===== src/rtl/input_loader_pkg.sv =====
// input_loader_pkg
//   Shared definitions for the input loader: the input-RAM address map,
//   frame size default, Q5.11 format constants and the loader state type.
//   No ports (package).
package input_loader_pkg;

  // Word addresses of the regions in the shared network BRAM.
  typedef enum logic [9:0] {
    INPUT  = 10'd128,
    HIDDEN = 10'd912,
    OUTPUT = 10'd1008
  } BRAM_ADDRS;

  localparam int NUM_PIXELS_DEFAULT = 784;  // 28x28 frame
  localparam int Q_FRAC_BITS        = 11;   // Q5.11: 1.0 == 1 << 11
  localparam int PIX_W              = 8;
  localparam int ADDR_W             = 10;
  localparam int DATA_W             = 16;

  typedef enum logic [1:0] {
    IDLE,
    LOAD,
    FIRE,
    WAIT_NN
  } loader_state_t;

endpackage


===== src/rtl/input_loader_pixel_to_fixed.sv =====
// pixel_to_fixed
//   Combinational conversion of an unsigned 8-bit grayscale pixel into
//   Q5.11 fixed point. The pixel is placed so that its MSB lands just
//   below the 1.0 bit, and its top bits are replicated into the vacated
//   LSBs so that 255 maps to 2047 (just under 1.0) rather than 2040.
// Ports:
//   Pix_Data   in  8   unsigned pixel 0..255
//   Fixed_Data out 16  Q5.11 value, 0..2047
module pixel_to_fixed
  import input_loader_pkg::*;
(
  input  logic [PIX_W-1:0]  Pix_Data,
  output logic [DATA_W-1:0] Fixed_Data
);

  localparam int SHL = Q_FRAC_BITS - PIX_W;  // 3

  assign Fixed_Data = (DATA_W'(Pix_Data) << SHL) |
                      DATA_W'(Pix_Data >> (PIX_W - SHL));

endmodule


===== src/rtl/input_loader.sv =====
// input_loader
//   Accepts a pixel stream with valid/ready handshake, writes each pixel
//   (converted to Q5.11) into the network input RAM, starts the network
//   once a full frame is stored, and waits for the network to finish
//   before accepting the next frame.
// Ports:
//   Clk, Reset       clock, synchronous active-high reset
//   Pix_Data/Valid/Sof/Ready  pixel stream handshake (Sof marks index 0)
//   Abort            drop a partially loaded frame (IDLE/LOAD only)
//   NN_Ready         network result valid
//   Wr_En/Addr/Data  input-RAM write port, registered
//   Compute          one-cycle network start pulse
//   Busy             high outside IDLE
//   Frame_Done       one-cycle pulse when the network has finished
module input_loader
  import input_loader_pkg::*;
#(
  parameter int                NUM_PIXELS = NUM_PIXELS_DEFAULT,
  parameter logic [ADDR_W-1:0] BASE_ADDR  = INPUT
) (
  input  logic              Clk,
  input  logic              Reset,
  input  logic [PIX_W-1:0]  Pix_Data,
  input  logic              Pix_Valid,
  input  logic              Pix_Sof,
  output logic              Pix_Ready,
  input  logic              Abort,
  input  logic              NN_Ready,
  output logic              Wr_En,
  output logic [ADDR_W-1:0] Wr_Addr,
  output logic [DATA_W-1:0] Wr_Data,
  output logic              Compute,
  output logic              Busy,
  output logic              Frame_Done
);

  localparam logic [ADDR_W-1:0] LAST_INDEX = ADDR_W'(NUM_PIXELS - 1);

  loader_state_t     state_reg, state_next;
  logic [ADDR_W-1:0] index_reg, index_next;
  logic [ADDR_W-1:0] wr_index;
  logic              handshake, accept, last_pixel;
  logic              pix_ready, busy, compute_next, frame_done_next;

  logic              wr_en_reg, compute_reg, frame_done_reg;
  logic [ADDR_W-1:0] wr_addr_reg;
  logic [DATA_W-1:0] wr_data_reg;
  logic [DATA_W-1:0] pix_fixed;

  pixel_to_fixed u_pixel_to_fixed (
    .Pix_Data   (Pix_Data),
    .Fixed_Data (pix_fixed)
  );

  assign handshake = Pix_Valid & pix_ready;

  // State register
  always_ff @(posedge Clk) begin
    if (Reset) begin
      state_reg <= IDLE;
      index_reg <= '0;
    end else begin
      state_reg <= state_next;
      index_reg <= index_next;
    end
  end

  // Next-state logic
  always_comb begin
    state_next = state_reg;
    index_next = index_reg;
    accept     = 1'b0;
    // A Sof pixel always restarts the frame at index 0.
    wr_index   = Pix_Sof ? '0 : index_reg;
    last_pixel = (wr_index == LAST_INDEX);
    case (state_reg)
      IDLE, LOAD: begin
        if (Abort) begin
          state_next = IDLE;
          index_next = '0;
        end else if (handshake && (Pix_Sof || state_reg == LOAD)) begin
          accept = 1'b1;
          if (last_pixel) begin
            state_next = FIRE;
            index_next = '0;
          end else begin
            state_next = LOAD;
            index_next = wr_index + ADDR_W'(1);
          end
        end
      end
      FIRE:    state_next = WAIT_NN;
      WAIT_NN: if (frame_done_next) state_next = IDLE;
      default: state_next = IDLE;
    endcase
  end

  // Output logic
  always_comb begin
    pix_ready       = 1'b0;
    busy            = 1'b1;
    compute_next    = 1'b0;
    frame_done_next = 1'b0;
    case (state_reg)
      IDLE: begin
        pix_ready = ~Reset;
        busy      = 1'b0;
      end
      LOAD:    pix_ready = ~Reset;
      FIRE:    compute_next = 1'b1;
      // While Compute is still high the network's Ready may reflect the
      // previous result; ignoring it then also keeps Compute and
      // Frame_Done at least one cycle apart.
      WAIT_NN: frame_done_next = NN_Ready & ~compute_reg;
      default: ;
    endcase
  end

  // Registered outputs
  always_ff @(posedge Clk) begin
    if (Reset) begin
      wr_en_reg      <= 1'b0;
      wr_addr_reg    <= '0;
      wr_data_reg    <= '0;
      compute_reg    <= 1'b0;
      frame_done_reg <= 1'b0;
    end else begin
      wr_en_reg      <= accept;
      if (accept) begin
        wr_addr_reg <= BASE_ADDR + wr_index;
        wr_data_reg <= pix_fixed;
      end
      compute_reg    <= compute_next;
      frame_done_reg <= frame_done_next;
    end
  end

  assign Pix_Ready  = pix_ready;
  assign Busy       = busy;
  assign Wr_En      = wr_en_reg;
  assign Wr_Addr    = wr_addr_reg;
  assign Wr_Data    = wr_data_reg;
  assign Compute    = compute_reg;
  assign Frame_Done = frame_done_reg;

endmodule


===== config.mk =====
export PLATFORM = sky130hd
export DESIGN_NAME = input_loader
export DESIGN_NICKNAME = d
export VERILOG_FILES = /design/src/rtl/input_loader_pkg.sv /design/src/rtl/input_loader_pixel_to_fixed.sv /design/src/rtl/input_loader.sv
export SDC_FILE = /design/constraint.sdc
export NUM_CORES = 1
export LEC_CHECK = 0
export CORE_MARGIN = 5
export CORE_UTILIZATION = 55
export CTS_BUF_LIST = sky130_fd_sc_hd__clkbuf_4 sky130_fd_sc_hd__clkbuf_8 sky130_fd_sc_hd__clkbuf_16
export DETAILED_ROUTE_END_ITERATION = 6
export DONT_BUFFER_PORTS = 1
export GPL_TIMING_DRIVEN = 0
export PLACE_DENSITY = 0.75
export SKIP_LAST_GASP = 1
export SLEW_MARGIN = 20
export SYNTH_ARGS = -nofsm -noshare
export SYNTH_HDL_FRONTEND = slang
export SYNTH_SLANG_ARGS = --single-unit

===== constraint.sdc =====
create_clock -name Clk -period 2.4 [get_ports Clk]
set_input_delay 0.72 -clock Clk [delete_from_list [all_inputs] [get_ports Clk]]
set_output_delay 0.72 -clock Clk [all_outputs]
set_load 0.01 [all_outputs]

==> summary.txt <==
Clock transition at path regs -> 0.10 ns
Predominant post-synthesis flop cell -> dfxtp_1
Seq/Total Area, Yosys -> 43.1%
Count leader, synth -> nand2_1
Synthesized flop and latch total -> 33
CTS tree -> done
Multi-input logic area -> 763 um^2
Synth Warn # -> 0
Achievable Freq -> 433 MHz
Internal power -> 0.725 mW
H-tree levels -> 2
Crit end category -> flip-flop
Via/cell ratio -> 5.66
DRC viols -> 0
Comb power frac -> 6.7%
Post-CTS setup buffer count -> 0
HP Start -> index_reg[8]
Worst hold-check path type -> reg2reg
Filler cell count -> 257
Pins Over Slew Limit -> 0
Min Tclk post-route -> 2.31 ns
Sequential power share -> 59.3%
Pleak -> 0.614 nW
Rows -> 19
FF+latch area -> 661 um^2
Slack of the worst reg-to-reg path -> 0.50 ns
WS Path Type -> in2reg
Unrepaired setup endpoints after global routing -> yes
Core box area -> 0.00271 mm^2
Initial Utilization -> 56.5%
GRT Total Usage -> 18.1%
Final hold vios -> 0
Initial antenna violation count -> 0
Die area -> 0.00394 mm^2
Post-synth ARST share -> 0%
WHS Endpoint -> index_reg[8]
Chip height -> 62.8 um
Crit start category -> input port
Hpwl dp -> 2.54 mm
GPL Wtd Cong -> 0.838
Multiplexer share of the synthesized area -> 0%
Synth area leaders -> dfxtp_1 43%, nand2_1 8.3%, a21oi_1 7.5%, nor2_1 4.9%, buf_4 4.4%
Dpl ws -> -0.303 ns
Share of layout cells above drive strength 1 -> 14.2%
Mean post-synth cell area -> 7.94 um^2
VDD IR max -> 0.455 mV
Die W -> 62.8 um
Fin crit share -> 96.3%
Total power -> 0.947 mW
IO buf count -> 0
Area Overhead vs Synth -> 7.60%
Io pins -> 45
Largest family of logic cells by synthesized area -> simple AND/OR/NAND/NOR gates
Compound-Gate Fraction of Synth Area -> 19.0%
Total clock sinks -> 33
Number of distinct library cells after synthesis -> 39
Clk buf depth -> 2
Critical path data arrival time -> 2.57 ns
Ant diodes -> 0
Post-synth top area cell -> dfxtp_1
Synth Cell Area -> 0.00153 mm^2
Worst r2r dst -> state_reg[1]
First-pass GRT wire length -> 5.75 mm
Hold depth -> 1
Worst hold slack -> 0.500 ns
Run status -> completed
RR Startpoint -> index_reg[0]
Layout Cells excl Fill -> 235
First-iteration detailed-routing DRC count -> 73
Design Area, Final -> 0.00165 mm^2
Drt pass-1 iters -> 4
WL/cell -> 14.6 um
Post-synth EDFFs -> 0
Clock share of power -> 33.9%
Total CTS buffers -> 5
Vias in the first global route -> 1248
Post-synth top area share -> 43.1%
Total gr overflow -> 0
Crit Path Max Fanout -> 10
Post-Synthesis Cells -> 193
Antenna Nets Post-Route -> 0
Crit. Startpoint -> Pix_Sof
PnR worst setup slack -> 0.0887 ns
Area after DPL -> 0.00159 mm^2
Max-cap violations -> 0
Final wirelength -> 3.42 mm
Largest net degree at the start of global routing -> 11
Worst-Skew Late Latency -> 0.33 ns
Setup Viol. Count Final -> 0
Dpl cells -> 228
Root buf cell -> clkbuf_4
Final #Nets -> 220
Post-synthesis simple-gate area fraction -> 27.2%
Switching share of power -> 23.4%
Post-Synth XOR/XNOR Area -> 0.572%
Synth cell count leaders -> 34 x nand2_1, 33 x dfxtp_1, 23 x a21oi_1
Via count -> 1331
Synth Area in Adders -> 1.63%
Data required time at the worst endpoint -> 2.66 ns
Worst Clk Skew -> 0.0118 ns
Reg2Reg Depth -> 7
PD cells -> 574 mW/mm^2
Psw -> 0.222 mW
-- placed cells by master (no fill, tap or decap), drive strengths merged, types with 2 or more instances in the layout --
cell type / synthesis / final
ha: 2 / 2
o21ai: 8 / 8
inv: 4 / 4
a21oi: 23 / 23
nand2b: 2 / 2
nor2: 20 / 20
nor2b: 7 / 7
nand2: 35 / 35
nand3b: 2 / 2
a211oi: 5 / 5
conb: 1 / 5
a21o: 2 / 2
dfxtp: 33 / 33
clkbuf: 7 / 14
or2: 2 / 2
buf: 11 / 11
a31oi: 3 / 3
nand3: 5 / 5
nor3: 5 / 5
and3: 2 / 2
-- stage by stage --
step,TNS (ns),utilization (%)
3_3_place_gp,-1.22,58.5
2_1_floorplan,0,-
4_1_cts,0,60.7
6_report,0,60.8
3_5_place_dp,-1.76,58.5
5_1_grt,-0.0463,60.8
-- what timing repair did --
item                                    4_1_cts  5_1_grt
resized for setup                             0        3
endpoints found under the setup margin        0        7
hold buffers                                  0        0
-- worst max path at each step --
stage / endpoint
2_1_floorplan: state_reg[1]
3_3_place_gp: state_reg[1]
3_5_place_dp: state_reg[1]
4_1_cts: state_reg[1]
5_1_grt: state_reg[1]
6_report: state_reg[1]
-- power by group through the flow --
stage,Sequential [mW],Combinational (mW),Clock (mW)
after floorplan,0.573,0.0510,0
after global placement,0.574,0.0614,0
after detailed placement,0.574,0.0625,0
after CTS,0.562,0.0627,0.331
after global routing,0.563,0.0708,0.367
final,0.562,0.0637,0.321
-- cell type report --
class                      count  share of cell area [%]
clock buffer                   7                    3.57
tap                           31                    2.35
multi-input combinational    142                    46.3
buffer                        18                    6.76
sequential                    33                    40.1
inverter                       4                   0.911
-- critical path, cell delays in order --
cell      delay [ns]
buf_4           0.15
clkbuf_1        0.24
nor2b_2         0.24
ha_1            0.18
inv_1           0.08
nor3_4          0.33
nand2_2         0.12
or3_1           0.36
a21oi_1         0.15
-- cell families after synthesis --
logic type | count (synthesis)
other cells | 1
buf+inv | 22
simple gates | 86
fa+ha+maj | 2
compound gates | 48
xor+xnor | 1
flops | 33
-- metal layers --
metal	global-route usage (%)	wire length (um)	up-vias
met5	0	0	-
met4	8.49	58	0
met3	7.73	316	9
met2	29.3	1680	54
met1	20.5	1370	602
li1	-	-	666
No activity file was read; power rests on OpenSTA's default activity.
